### src/rtl/reg_hazard_scoreboard_pkg.sv
// Shared constants and types for the register hazard scoreboard: MIPS-style opcode/funct
// encodings, the scoreboard entry layout and the forwarding-select encoding.
package reg_hazard_scoreboard_pkg;

  localparam logic [5:0] OP_SPECIAL  = 6'h00;
  localparam logic [5:0] OP_J        = 6'h02;
  localparam logic [5:0] OP_JAL      = 6'h03;
  localparam logic [5:0] OP_BEQ      = 6'h04;
  localparam logic [5:0] OP_BNE      = 6'h05;
  localparam logic [5:0] OP_ADDI     = 6'h08;
  localparam logic [5:0] OP_SLTI     = 6'h0A;
  localparam logic [5:0] OP_ANDI     = 6'h0C;
  localparam logic [5:0] OP_ORI      = 6'h0D;
  localparam logic [5:0] OP_XORI     = 6'h0E;
  localparam logic [5:0] OP_LUI      = 6'h0F;
  localparam logic [5:0] OP_SPECIAL2 = 6'h1C;
  localparam logic [5:0] OP_LB       = 6'h20;
  localparam logic [5:0] OP_LH       = 6'h21;
  localparam logic [5:0] OP_LW       = 6'h23;
  localparam logic [5:0] OP_SB       = 6'h28;
  localparam logic [5:0] OP_SH       = 6'h29;
  localparam logic [5:0] OP_SW       = 6'h2B;

  localparam logic [5:0] FN_SLL = 6'h00;
  localparam logic [5:0] FN_SRL = 6'h02;
  localparam logic [5:0] FN_JR  = 6'h08;
  localparam logic [5:0] FN_ADD = 6'h20;
  localparam logic [5:0] FN_SUB = 6'h22;
  localparam logic [5:0] FN_AND = 6'h24;
  localparam logic [5:0] FN_OR  = 6'h25;
  localparam logic [5:0] FN_XOR = 6'h26;
  localparam logic [5:0] FN_NOR = 6'h27;
  localparam logic [5:0] FN_SLT = 6'h2A;
  localparam logic [5:0] FN_MUL = 6'h02;

  localparam logic [3:0] FWD_REGFILE = 4'd0;
  localparam int unsigned LAT_W = 4;

  typedef struct packed {
    logic             valid;
    logic [4:0]       dest;
    logic [LAT_W-1:0] lat;
  } sb_entry_t;

  function automatic logic is_alu_funct(logic [5:0] funct);
    case (funct)
      FN_ADD, FN_SUB, FN_AND, FN_OR, FN_XOR, FN_NOR, FN_SLL, FN_SRL, FN_SLT: return 1'b1;
      default: return 1'b0;
    endcase
  endfunction

endpackage

### src/rtl/reg_hazard_scoreboard_if.sv
// ID-stage hazard interface: the pipeline (master) presents the ID instruction, the
// scoreboard (slave) answers with stall, forwarding selects and the stall counter.
interface reg_hazard_scoreboard_if #(
  parameter int unsigned CNT_W = 16
);
  logic [31:0]      instr_id;
  logic             instr_valid;
  logic             flush;
  logic             stall;
  logic [3:0]       fwd_sel_a;
  logic [3:0]       fwd_sel_b;
  logic [CNT_W-1:0] stall_count;

  modport master (
    output instr_id, instr_valid, flush,
    input  stall, fwd_sel_a, fwd_sel_b, stall_count
  );

  modport slave (
    input  instr_id, instr_valid, flush,
    output stall, fwd_sel_a, fwd_sel_b, stall_count
  );
endinterface

### src/rtl/reg_use_decoder.sv
// Combinational decode of which source registers an instruction reads, which register it
// writes and how many stages pass before that result can be forwarded.
module reg_use_decoder
  import reg_hazard_scoreboard_pkg::*;
#(
  parameter int unsigned LOAD_LAT = 2,
  parameter int unsigned MUL_LAT  = 2
) (
  input  logic [31:0]      i_instr,
  output logic             o_rs_used,
  output logic             o_rt_used,
  output logic [4:0]       o_dest,
  output logic             o_dest_valid,
  output logic [LAT_W-1:0] o_ready_lat
);

  logic [5:0] w_op;
  logic [5:0] w_funct;
  logic [4:0] w_rt;
  logic [4:0] w_rd;
  logic       w_is_zero;
  logic       w_has_dest;

  assign w_op      = i_instr[31:26];
  assign w_funct   = i_instr[5:0];
  assign w_rt      = i_instr[20:16];
  assign w_rd      = i_instr[15:11];
  assign w_is_zero = (i_instr == 32'h0);

  always_comb begin
    o_rs_used   = !w_is_zero && (w_op != OP_J) && (w_op != OP_JAL);
    o_rt_used   = 1'b0;
    o_dest      = 5'd0;
    w_has_dest  = 1'b0;
    o_ready_lat = LAT_W'(1);
    case (w_op)
      OP_SPECIAL: begin
        if (is_alu_funct(w_funct)) begin
          o_rt_used  = !w_is_zero;
          o_dest     = w_rd;
          w_has_dest = 1'b1;
        end
      end
      OP_SPECIAL2: begin
        if (w_funct == FN_MUL) begin
          o_rt_used   = 1'b1;
          o_dest      = w_rd;
          w_has_dest  = 1'b1;
          o_ready_lat = LAT_W'(MUL_LAT);
        end
      end
      OP_SW, OP_SH, OP_SB, OP_BEQ, OP_BNE: o_rt_used = 1'b1;
      OP_ADDI, OP_SLTI, OP_ANDI, OP_ORI, OP_XORI, OP_LUI: begin
        o_dest     = w_rt;
        w_has_dest = 1'b1;
      end
      OP_LW, OP_LH, OP_LB: begin
        o_dest      = w_rt;
        w_has_dest  = 1'b1;
        o_ready_lat = LAT_W'(LOAD_LAT);
      end
      OP_JAL: begin
        o_dest     = 5'd31;
        w_has_dest = 1'b1;
      end
      default: ;
    endcase
  end

  // A write to $0 is architecturally discarded, so it never creates a hazard.
  assign o_dest_valid = w_has_dest && (o_dest != 5'd0);

endmodule

### src/rtl/reg_hazard_scoreboard.sv
// ID-stage hazard unit: a shift scoreboard of in-flight destination writes (entry 0 = EX)
// drives the ID stall, per-operand forwarding selects and a saturating stall counter.
module reg_hazard_scoreboard
  import reg_hazard_scoreboard_pkg::*;
#(
  parameter int unsigned PIPE_DEPTH = 3,
  parameter int unsigned LOAD_LAT   = 2,
  parameter int unsigned MUL_LAT    = 2,
  parameter int unsigned FWD_EN     = 1,
  parameter int unsigned CNT_W      = 16
) (
  input  logic                   i_clk,
  input  logic                   i_rst_n,
  reg_hazard_scoreboard_if.slave io_bus
);

  sb_entry_t        r_sb [PIPE_DEPTH];
  logic [CNT_W-1:0] r_stall_count;

  logic             w_rs_used;
  logic             w_rt_used;
  logic [4:0]       w_dest;
  logic             w_dest_valid;
  logic [LAT_W-1:0] w_ready_lat;

  logic [4:0]       w_src      [2];
  logic             w_used     [2];
  logic             w_hit      [2];
  logic [3:0]       w_hit_k    [2];
  logic [LAT_W-1:0] w_hit_lat  [2];
  logic             w_op_stall [2];
  logic [3:0]       w_op_sel   [2];
  logic             w_stall;
  logic             w_issue;

  reg_use_decoder #(
    .LOAD_LAT(LOAD_LAT),
    .MUL_LAT (MUL_LAT)
  ) u_decoder (
    .i_instr     (io_bus.instr_id),
    .o_rs_used   (w_rs_used),
    .o_rt_used   (w_rt_used),
    .o_dest      (w_dest),
    .o_dest_valid(w_dest_valid),
    .o_ready_lat (w_ready_lat)
  );

  always_comb begin
    w_src[0]  = io_bus.instr_id[25:21];
    w_src[1]  = io_bus.instr_id[20:16];
    w_used[0] = w_rs_used && (w_src[0] != 5'd0);
    w_used[1] = w_rt_used && (w_src[1] != 5'd0);
    for (int o = 0; o < 2; o++) begin
      w_hit[o]      = 1'b0;
      w_hit_k[o]    = 4'd0;
      w_hit_lat[o]  = '0;
      // Scan oldest to youngest so the youngest match overwrites; the last entry is
      // excluded because the register file is write-first.
      for (int k = int'(PIPE_DEPTH) - 2; k >= 0; k--) begin
        if (r_sb[k].valid && (r_sb[k].dest == w_src[o])) begin
          w_hit[o]     = 1'b1;
          w_hit_k[o]   = 4'(k);
          w_hit_lat[o] = r_sb[k].lat;
        end
      end
      w_op_stall[o] = 1'b0;
      w_op_sel[o]   = FWD_REGFILE;
      if (w_used[o] && w_hit[o]) begin
        if (FWD_EN == 0) begin
          w_op_stall[o] = 1'b1;
        end else if ((5'(w_hit_k[o]) + 5'd1) < 5'(w_hit_lat[o])) begin
          w_op_stall[o] = 1'b1;
        end else begin
          w_op_sel[o] = w_hit_k[o] + 4'd1;
        end
      end
    end
  end

  assign w_stall = io_bus.instr_valid && !io_bus.flush && (w_op_stall[0] || w_op_stall[1]);
  assign w_issue = io_bus.instr_valid && !io_bus.flush && !w_stall;

  assign io_bus.stall       = w_stall;
  assign io_bus.fwd_sel_a   = w_stall ? FWD_REGFILE : w_op_sel[0];
  assign io_bus.fwd_sel_b   = w_stall ? FWD_REGFILE : w_op_sel[1];
  assign io_bus.stall_count = r_stall_count;

  always_ff @(posedge i_clk or negedge i_rst_n) begin
    if (!i_rst_n) begin
      for (int k = 0; k < int'(PIPE_DEPTH); k++) begin
        r_sb[k] <= '0;
      end
      r_stall_count <= '0;
    end else begin
      if (w_issue) begin
        r_sb[0] <= '{valid: w_dest_valid, dest: w_dest, lat: w_ready_lat};
      end else begin
        r_sb[0] <= '0;
      end
      for (int k = 1; k < int'(PIPE_DEPTH); k++) begin
        r_sb[k] <= r_sb[k-1];
      end
      if (w_stall && (r_stall_count != '1)) begin
        r_stall_count <= r_stall_count + CNT_W'(1);
      end
    end
  end

endmodule

### src/flat_wrapper.sv
// flat-port wrapper written by rule: the top's interface ports become plain ports
module reg_hazard_scoreboard_flat import reg_hazard_scoreboard_pkg::*;
#(
  parameter int unsigned PIPE_DEPTH = 3,
  parameter int unsigned LOAD_LAT   = 2,
  parameter int unsigned MUL_LAT    = 2,
  parameter int unsigned FWD_EN     = 1,
  parameter int unsigned CNT_W      = 16
)
  (i_clk, i_rst_n, io_bus_instr_id, io_bus_instr_valid, io_bus_flush, io_bus_stall, io_bus_fwd_sel_a, io_bus_fwd_sel_b, io_bus_stall_count);
  reg_hazard_scoreboard_if #(.CNT_W(CNT_W)) io_bus_i ();
  input  logic i_clk;
  input  logic i_rst_n;
  input wire logic [$bits(io_bus_i.instr_id)-1:0] io_bus_instr_id;
  input wire logic [$bits(io_bus_i.instr_valid)-1:0] io_bus_instr_valid;
  input wire logic [$bits(io_bus_i.flush)-1:0] io_bus_flush;
  output wire logic [$bits(io_bus_i.stall)-1:0] io_bus_stall;
  output wire logic [$bits(io_bus_i.fwd_sel_a)-1:0] io_bus_fwd_sel_a;
  output wire logic [$bits(io_bus_i.fwd_sel_b)-1:0] io_bus_fwd_sel_b;
  output wire logic [$bits(io_bus_i.stall_count)-1:0] io_bus_stall_count;
  assign io_bus_i.instr_id = io_bus_instr_id;
  assign io_bus_i.instr_valid = io_bus_instr_valid;
  assign io_bus_i.flush = io_bus_flush;
  assign io_bus_stall = io_bus_i.stall;
  assign io_bus_fwd_sel_a = io_bus_i.fwd_sel_a;
  assign io_bus_fwd_sel_b = io_bus_i.fwd_sel_b;
  assign io_bus_stall_count = io_bus_i.stall_count;
  reg_hazard_scoreboard #(.PIPE_DEPTH(PIPE_DEPTH), .LOAD_LAT(LOAD_LAT), .MUL_LAT(MUL_LAT), .FWD_EN(FWD_EN), .CNT_W(CNT_W)) u_core (.i_clk(i_clk), .i_rst_n(i_rst_n), .io_bus(io_bus_i));
endmodule
### config.mk
export PLATFORM = sky130hd
export DESIGN_NAME = reg_hazard_scoreboard_flat
export DESIGN_NICKNAME = d
export VERILOG_FILES = /design/src/rtl/reg_hazard_scoreboard_pkg.sv /design/src/rtl/reg_hazard_scoreboard_if.sv /design/src/rtl/reg_use_decoder.sv /design/src/rtl/reg_hazard_scoreboard.sv /design/src/flat_wrapper.sv
export SDC_FILE = /design/constraint.sdc
export NUM_CORES = 1
export LEC_CHECK = 0
export ABC_CLOCK_PERIOD_IN_PS = 3700
export CAP_MARGIN = 30
export CORE_ASPECT_RATIO = 0.75
export CORE_MARGIN = 3
export CORE_UTILIZATION = 47
export CTS_CLUSTER_DIAMETER = 60
export DETAILED_ROUTE_END_ITERATION = 8
export GPL_TIMING_DRIVEN = 0
export PLACE_DENSITY_LB_ADDON = 0.08
export SLEW_MARGIN = 30
export SYNTH_ARGS = -nofsm -noshare
export SYNTH_HDL_FRONTEND = slang
export SYNTH_SLANG_ARGS = --single-unit
### constraint.sdc
create_clock -name i_clk -period 3.7 [get_ports i_clk]
set_clock_uncertainty 0.2 [all_clocks]
set_input_delay 0.555 -clock i_clk [delete_from_list [all_inputs] [get_ports i_clk]]
set_output_delay 0.555 -clock i_clk [all_outputs]
set_load 0.02 [all_outputs]
==> summary.md, run 1 <==
| Metric | Value |
|---|---|
| Slew @ Worst Pin | 0.6944 ns |
| Crit path buf inv count | 2 |
| Flops & latches, synth | 32 |
| Final Max Slew Viols | 0 |
| Crit path cell chain | xnor2_1, nand4_1, or3_4, nand2_4, inv_4, a22oi_2, ha_1, nor2_1, nor2_1, o21ai_1, o32a_2, nor2b_4, nor3b_2, buf_4 |
| Unrepaired setup endpoints after global routing | yes |
| Worst slack, placed | -1.100 ns |
| Yosys cell types | 47 |
| Synth warn | 0 |
| Fraction of registers with async set or reset after synthesis | 100.0% |
| GPL Wtd Cong | 0.8016 |
| Final Hold Viols | 0 |
| Worst hold path type | reg -> reg |
| CTS Sinks | 32 |
| Worst skew pair latency | 0.27 ns |
| Final Cell Area | 2831 µm² |
| Root Buffer | clkbuf_8 |
| Peak Freq | 275.1 MHz |
| Global-route wire length before repair | 7900 µm |
| Pre-antenna DRT Iters | 4 |
| Drt total wl | 4756 µm |
| H-tree depth | 2 |
| Vias per std cell | 5.211 |
| Max incr delay on CP | 0.42 ns |
| Min Hold Slack | 0.1580 ns |
| Num rows | 20 |
| Top cells by area, synth | dfrtp_1, xor2_1, nor2_1 |
| Routed Antenna Nets | 0 |
| # setup viols final | 0 |
| Commonest cells in the netlist | dfrtp_1, xor2_1, nor2_1 |
| Status | finished clean |
| WP data arrival | 2.88 ns |
| Max_slew headroom | 53.22% |
| Post-synth EDFFs | 0 |
| Grt ovf | 0 |
| Filler Cell Count | 347 |
| Count leader, synth | dfrtp_1 |
| Leading area contributor after synthesis | dfrtp_1 |
| # nets final | 308 |
| Synthesized instance count | 196 |
| Main synth FF type | dfrtp_1 |
| Detailed placement HPWL | 3622 µm |
| Initial Util | 49.60% |
| Setup ws final | 0.06522 ns |
| IO Pins | 61 |
| Share of post-route cells with drive strength above 1 | 29.59% |
| PD cells | 248.3 nW/µm² |
| Drt wl/cell | 14.77 µm |
| Placed insts | 306 |
| Die ar. | 5165 µm² |
| Setup crit end kind | primary output |
| Register clock-pin slew on the reported worst setup and hold paths | 0.06 ns |
| Dpl cell area | 2660 µm² |
| GRT Resource Usage Total | 19.75% |
| Ant diodes | 0 |
| Initial antenna violation count | 0 |
| Fin crit share | 98.24% |
| Mean Syn Cell Area | 10.39 µm² |
| CP required | 2.94 ns |
| Maximum vdd drop | 0.2102 mV |
| Post-synthesis instance area | 2036 µm² |
| DR iter-0 viols | 67 |
| Chip width | 82.00 µm |
| Kind of critical path | reg -> out |
| Worst-path maximum fanout | 5 |
| Leakage | 0.001285 µW |
| Startpoint Class | register |
| Largest net degree at the start of global routing | 29 |
| DRC Markers | 0 |
| Vias in the first global route | 1603 |
| Non-Filler Instances | 322 |
| Via count | 1678 |
| CTS tree | built |
| CP dominant cell by count | nor2_1 |
| TritonCTS Buffers | 5 |
| Buffers added on ports | 51 |
| Max Cap Viol | 0 |
| Share of the synthesized area in the top cell type | 39.34% |
| Core ar. | 4104 µm² |
| Vert. Die Dim | 63.00 µm |
| Final min period | 3.635 ns |
| Maximum clock insertion buffer count | 2 |
| Top delay family on crit path | simple AND/OR/NAND/NOR gates |
| Area delta synth->final | 39.09% |
| Sequential area share after synthesis | 39.34% |
| Critical path's slowest cell | dfrtp_1 |
-- placed cells by master (no fill, tap or decap), types with 6 or more instances in the layout --
| master | n |
|---|---|
| clkdlybuf4s50_1 | 35 |
| dfrtp_1 | 31 |
| xor2_1 | 25 |
| nor2_1 | 17 |
| buf_4 | 16 |
| nand2_1 | 11 |
| buf_2 | 10 |
| nand3_1 | 8 |
| nor3_2 | 7 |
| a21oi_1 | 6 |
-- layer usage --
metal | vias to the layer above | share of wire (%) | track usage [%]
met5 | - | 0 | 0
met2 | 47 | 43 | 26.92
met1 | 791 | 50 | 32.08
met4 | 0 | 0 | 2.490
li1 | 840 | - | -
met3 | 0 | 6.4 | 4.611
-- cells by family after synthesis --
| family | share of synthesized area [%] |
|---|---|
| AND/OR/NAND/NOR | 26.67 |
| XOR/XNOR | 14.20 |
| flip-flops | 39.34 |
| AO/OA/AOI/OAI | 10.20 |
| buffers and inverters | 4.671 |
| adder cells (fa/ha/maj) | 3.073 |
| multiplexers | 1.659 |
| other | 0.1842 |
-- per-stage QoR --
| step | utilization (%) | TNS [ns] | total power (µW) |
|---|---|---|---|
| finish | 68.99 | 0 | 703.1 |
| global route | 68.99 | -0.5575 | 741.0 |
| CTS | 68.08 | 0 | 707.8 |
| detailed placement | 64.82 | -9.963 | 461.4 |
| global placement | 64.45 | -8.018 | 458.8 |
| floorplan | - | 0 | 401.4 |
-- path summary, 6_finish.rpt --
kind / start / endpoint / slack (ns) / cells after the start
hold reg to reg: u_core.r_sb[20] / u_core.r_sb[10] / 0.16 / 0
max in group asynchronous: i_rst_n / u_core.r_sb[28] / 2.48 / 3
hold / removal: u_core.r_sb[20] / u_core.r_sb[10] / 0.16 / 0
min in group asynchronous: i_rst_n / u_core.io_bus.stall_count[4] / 0.43 / 2
setup reg to reg: u_core.r_sb[26] / u_core.io_bus.stall_count[14] / 0.42 / 14
setup / recovery: u_core.r_sb[26] / io_bus_fwd_sel_b[0] / 0.07 / 14
-- what timing repair did --
action,in CTS,in global routing
hold endpoints to repair,4,0
setup endpoints to repair,7,5
resized for setup,69,13
hold buffers,1,0
setup buffers,4,5
pin swaps,17,19
-- power breakdown --
| group | internal, µW | switching (µW) |
|---|---|---|
| clock network | 128 | 118 |
| registers | 353 | 3.17 |
| logic | 49.0 | 51.7 |
-- area by class of cell --
cell class,instances,area (µm²),share of cell area [%]
repair buffers,62,539.3,19.05
clock inverters,1,5.005,0.1768
flip-flops and latches,32,802.0,28.33
inverters,5,21.27,0.7512
well taps,55,68.82,2.430
clock buffers,6,72.57,2.563
multi-input cells,154,1257,44.41
plain buffers,7,65.06,2.298
-- state kept, by name, summed over array words and instances, names as in the netlist --
register and flops:
u_core.io_bus.stall_count 16, u_core.r_sb 16
No activity file was read; power rests on OpenSTA's default activity.
==> inputs of run 2 (changes only) <==
- CTS_CLUSTER_DIAMETER: 60 -> 150
- PLACE_DENSITY: unset -> 0.83
- PLACE_DENSITY_LB_ADDON: 0.08 -> unset
==> run 2 against run 1 <==
  * The flow now finishes with violations (setup timing)
  * Non-clock buffer count rose by 14
  * Count of clock-buffer cells in the layout fell by 1
  * Core utilization rose by 5.2 points
  * Critical path depth fell by 2
  * Global-route usage rose by 2.5 points
  * Design area rose by 7.6%
  * Hold slack improved by 0.021 ns
  * Combinational power rose by 5%
  * Largest cell class unchanged
  * Clock power rose by 35%
  * Setup slack got worse by 0.17 ns
  * Die area did not move
==> summary.md, run 2 (synthesis gave the netlist of run 1 again) <==
| Metric | Value |
|---|---|
| Status | finished with violations |
| Failing checks | setup timing |
| Non-Filler Instances | 337 (+4.7%) |
| Crit path cell chain | clkdlybuf4s50_1, xnor2_1, and3_2, and2_4, a22oi_2, ha_1, a21oi_1, o32a_4, nor2b_4, buf_6, nor3_2, buf_4 |
| CTS tree | built |
| Chip width | 82.00 µm (unchanged) |
| Ant diodes | 0 (unchanged) |
| Die ar. | 5165 µm² (unchanged) |
| Unrepaired setup endpoints after global routing | yes |
| DR iter-0 viols | 92 (+37%) |
| Maximum clock insertion buffer count | 2 (unchanged) |
| Setup crit end kind | primary output |
| DRC Markers | 0 (unchanged) |
| Top delay family on crit path | buffers and inverters |
| Most common cell after layout, fill and taps aside | clkdlybuf4s50_1 |
| Drt wl/cell | 16.63 µm (+13%) |
| Clk pwr share | 41.8% (+6.8 points) |
| Maximum vdd drop | 0.1714 mV (-18%) |
| # setup viols final | 5 (+5) |
| Core ar. | 4104 µm² (unchanged) |
| Storage cell area | 802.0 µm² (unchanged) |
| Global-route wire length before repair | 8811 µm (+12%) |
| PD cells | 261.2 nW/µm² (+5.2%) |
| Worst hold endpoint | u_core.r_sb[10] |
| Initial antenna violation count | 0 (unchanged) |
| Vert. Die Dim | 63.00 µm (unchanged) |
| CTS Sinks | 32 (unchanged) |
| RR Startpoint | u_core.r_sb[26] |
| Peak Freq | 262.7 MHz (-4.5%) |
| Worst-path maximum fanout | 4 (-1) |
| Crit Reg-Reg Endpoint | u_core.io_bus.stall_count[14] |
| Root Buffer | clkbuf_8 |
| Worst hold path type | reg -> reg |
| Leakage | 0.001388 µW (+8.1%) |
| H-tree depth | 2 (unchanged) |
| Net Sw Power | 191.5 µW (+11%) |
| Vias per std cell | 5.436 (+4.3%) |
| Worst skew pair latency | 0.28 ns (about the same) |
| Max Cap Viol | 0 (unchanged) |
| Drt total wl | 5603 µm (+18%) |
| Max incr delay on CP | 0.55 ns (+0.13 ns) |
| Placed insts | 306 (unchanged) |
| Min-delay src | u_core.r_sb[20] |
| Detailed placement HPWL | 3725 µm (+2.8%) |
| Final Cell Area | 3047 µm² (+7.6%) |
| Slew @ Worst Pin | 0.6362 ns (-0.05823 ns) |
| Crit path buf inv count | 3 (+1) |
| Dpl cell area | 2660 µm² (unchanged) |
| Buffers added on ports | 51 (unchanged) |
| Share of post-route cells with drive strength above 1 | 34.04% (+4.5 points) |
| Total power | 795.8 µW (+13%) |
| Filler Cell Count | 291 (-16%) |
| Switching share of power | 24.06% (-0.54 points) |
| Setup ws final | -0.1059 ns (-0.1711 ns) |
| Startpoint Class | primary input |
| Sequential fraction of design power | 44.9% (-5.8 points) |
| Fin crit share | 102.9% (+4.6 points) |
| Max_slew headroom | 57.14% (+3.9 points) |
| Pint | 604.4 µW (+14%) |
| Worst R2R Setup Slack | 0.36 ns (-0.06 ns) |
| GRT Resource Usage Total | 22.23% (+2.5 points) |
| Vias in the first global route | 1801 (+12%) |
| Via count | 1832 (+9.2%) |
| FF-to-FF path depth | 12 (-2) |
| Final Max Slew Viols | 0 (unchanged) |
| Area delta synth->final | 49.66% |
| Pre-antenna DRT Iters | 5 (+1) |
| Initial Util | 49.60% (unchanged) |
| Kind of critical path | in -> out |
| Setup TNS | -0.2921 ns (-0.2921 ns) |
| Hold path depth | 0 (unchanged) |
| # nets final | 322 (+4.5%) |
| Grt ovf | 0 (unchanged) |
| Final Hold Viols | 0 (unchanged) |
| Num rows | 20 (unchanged) |
| Largest net degree at the start of global routing | 27 (-6.9%) |
| Critical path's slowest cell | clkdlybuf4s50_1 |
| Area of the multi-input gates | 1310 µm² (+4.2%) |
| CP required | 2.94 ns (about the same) |
| Final min period | 3.806 ns (+0.1711 ns) |
| GPL Wtd Cong | 0.8622 (+7.6%) |
| IO Pins | 61 (unchanged) |
| Commonest non-fill, non-tap cells in the layout | clkdlybuf4s50_1, dfrtp_1, buf_4 |
| Register clock-pin slew on the reported worst setup and hold paths | 0.07 ns (about the same) |
| Routed Antenna Nets | 0 (unchanged) |
| TritonCTS Buffers | 5 (unchanged) |
| WP data arrival | 3.05 ns (+0.17 ns) |
| Combinational share of power | 13.3% (-1.0 points) |
run 2: cell count changes in the layout (fill, tap and decap cells not counted), moves of 2 or more:
cell and delta:
nor4_1 +2, nor4_2 -4, and3_2 +2, buf_6 +2, ha_1 -2, buf_4 +14
buf_2 -3, nor4_4 +2, clkdlybuf4s15_1 +2, ha_4 +2, nor2_4 +2, and3_4 -2
nor2_1 -2
run 2: power by group through the flow:
stage	sequential, µW	clock (µW)	combinational [µW]
5_1_grt	357	351	115
6_report	357	333	106
3_5_place_dp	363	0	98.1
2_1_floorplan	362	0	39.1
3_3_place_gp	363	0	94.4
4_1_cts	356	338	103
run 2: layout make-up:
| cell class | instances | share of cell area [%] |
|---|---|---|
| well taps | 55 | 2.259 |
| clock inverters | 3 | 1.396 |
| repair buffers | 76 | 22.01 |
| plain buffers | 7 | 2.136 |
| clock buffers | 5 | 2.259 |
| multi-input cells | 154 | 43.00 |
| flip-flops and latches | 32 | 26.32 |
| inverters | 5 | 0.6160 |
run 2: worst max-delay path by stage:
stage,start,end,cells after the start
floorplan,io_bus_instr_id[18],io_bus_fwd_sel_a[1],14
global placement,io_bus_instr_id[16],io_bus_fwd_sel_b[0],16
detailed placement,io_bus_instr_id[16],io_bus_fwd_sel_b[1],16
CTS,u_core.r_sb[24],io_bus_fwd_sel_b[1],15
global route,io_bus_instr_id[22],io_bus_fwd_sel_a[0],12
finish,io_bus_instr_id[22],io_bus_fwd_sel_a[1],12
run 2: what timing repair did:
item,in CTS,in global routing
hold endpoints to repair,6,0
pin swaps,20,20
hold buffers,1,0
setup endpoints to repair,9,5
gates resized for setup,70,20
setup buffers,20,4
run 2: routing by layer:
layer / global-route usage (%) / up-vias / part of all wire [%]
li1: - / 870 / -
met1: 31.59 / 879 / 45
met2: 32.66 / 77 / 47
met3: 6.484 / 6 / 6.9
met4: 6.432 / 0 / 1.0
met5: 0 / - / 0
run 2: through the flow:
stage	util, %	hold WS, ns	setup WS (ns)
2_1_floorplan	-	0.05941	0.002156
3_3_place_gp	64.45	0.1320	-1.005
3_5_place_dp	64.82	0.1363	-1.197
4_1_cts	72.35	0.1461	-0.1089
5_1_grt	74.24	0.1780	-0.2036
6_report	74.24	0.1789	-0.1059
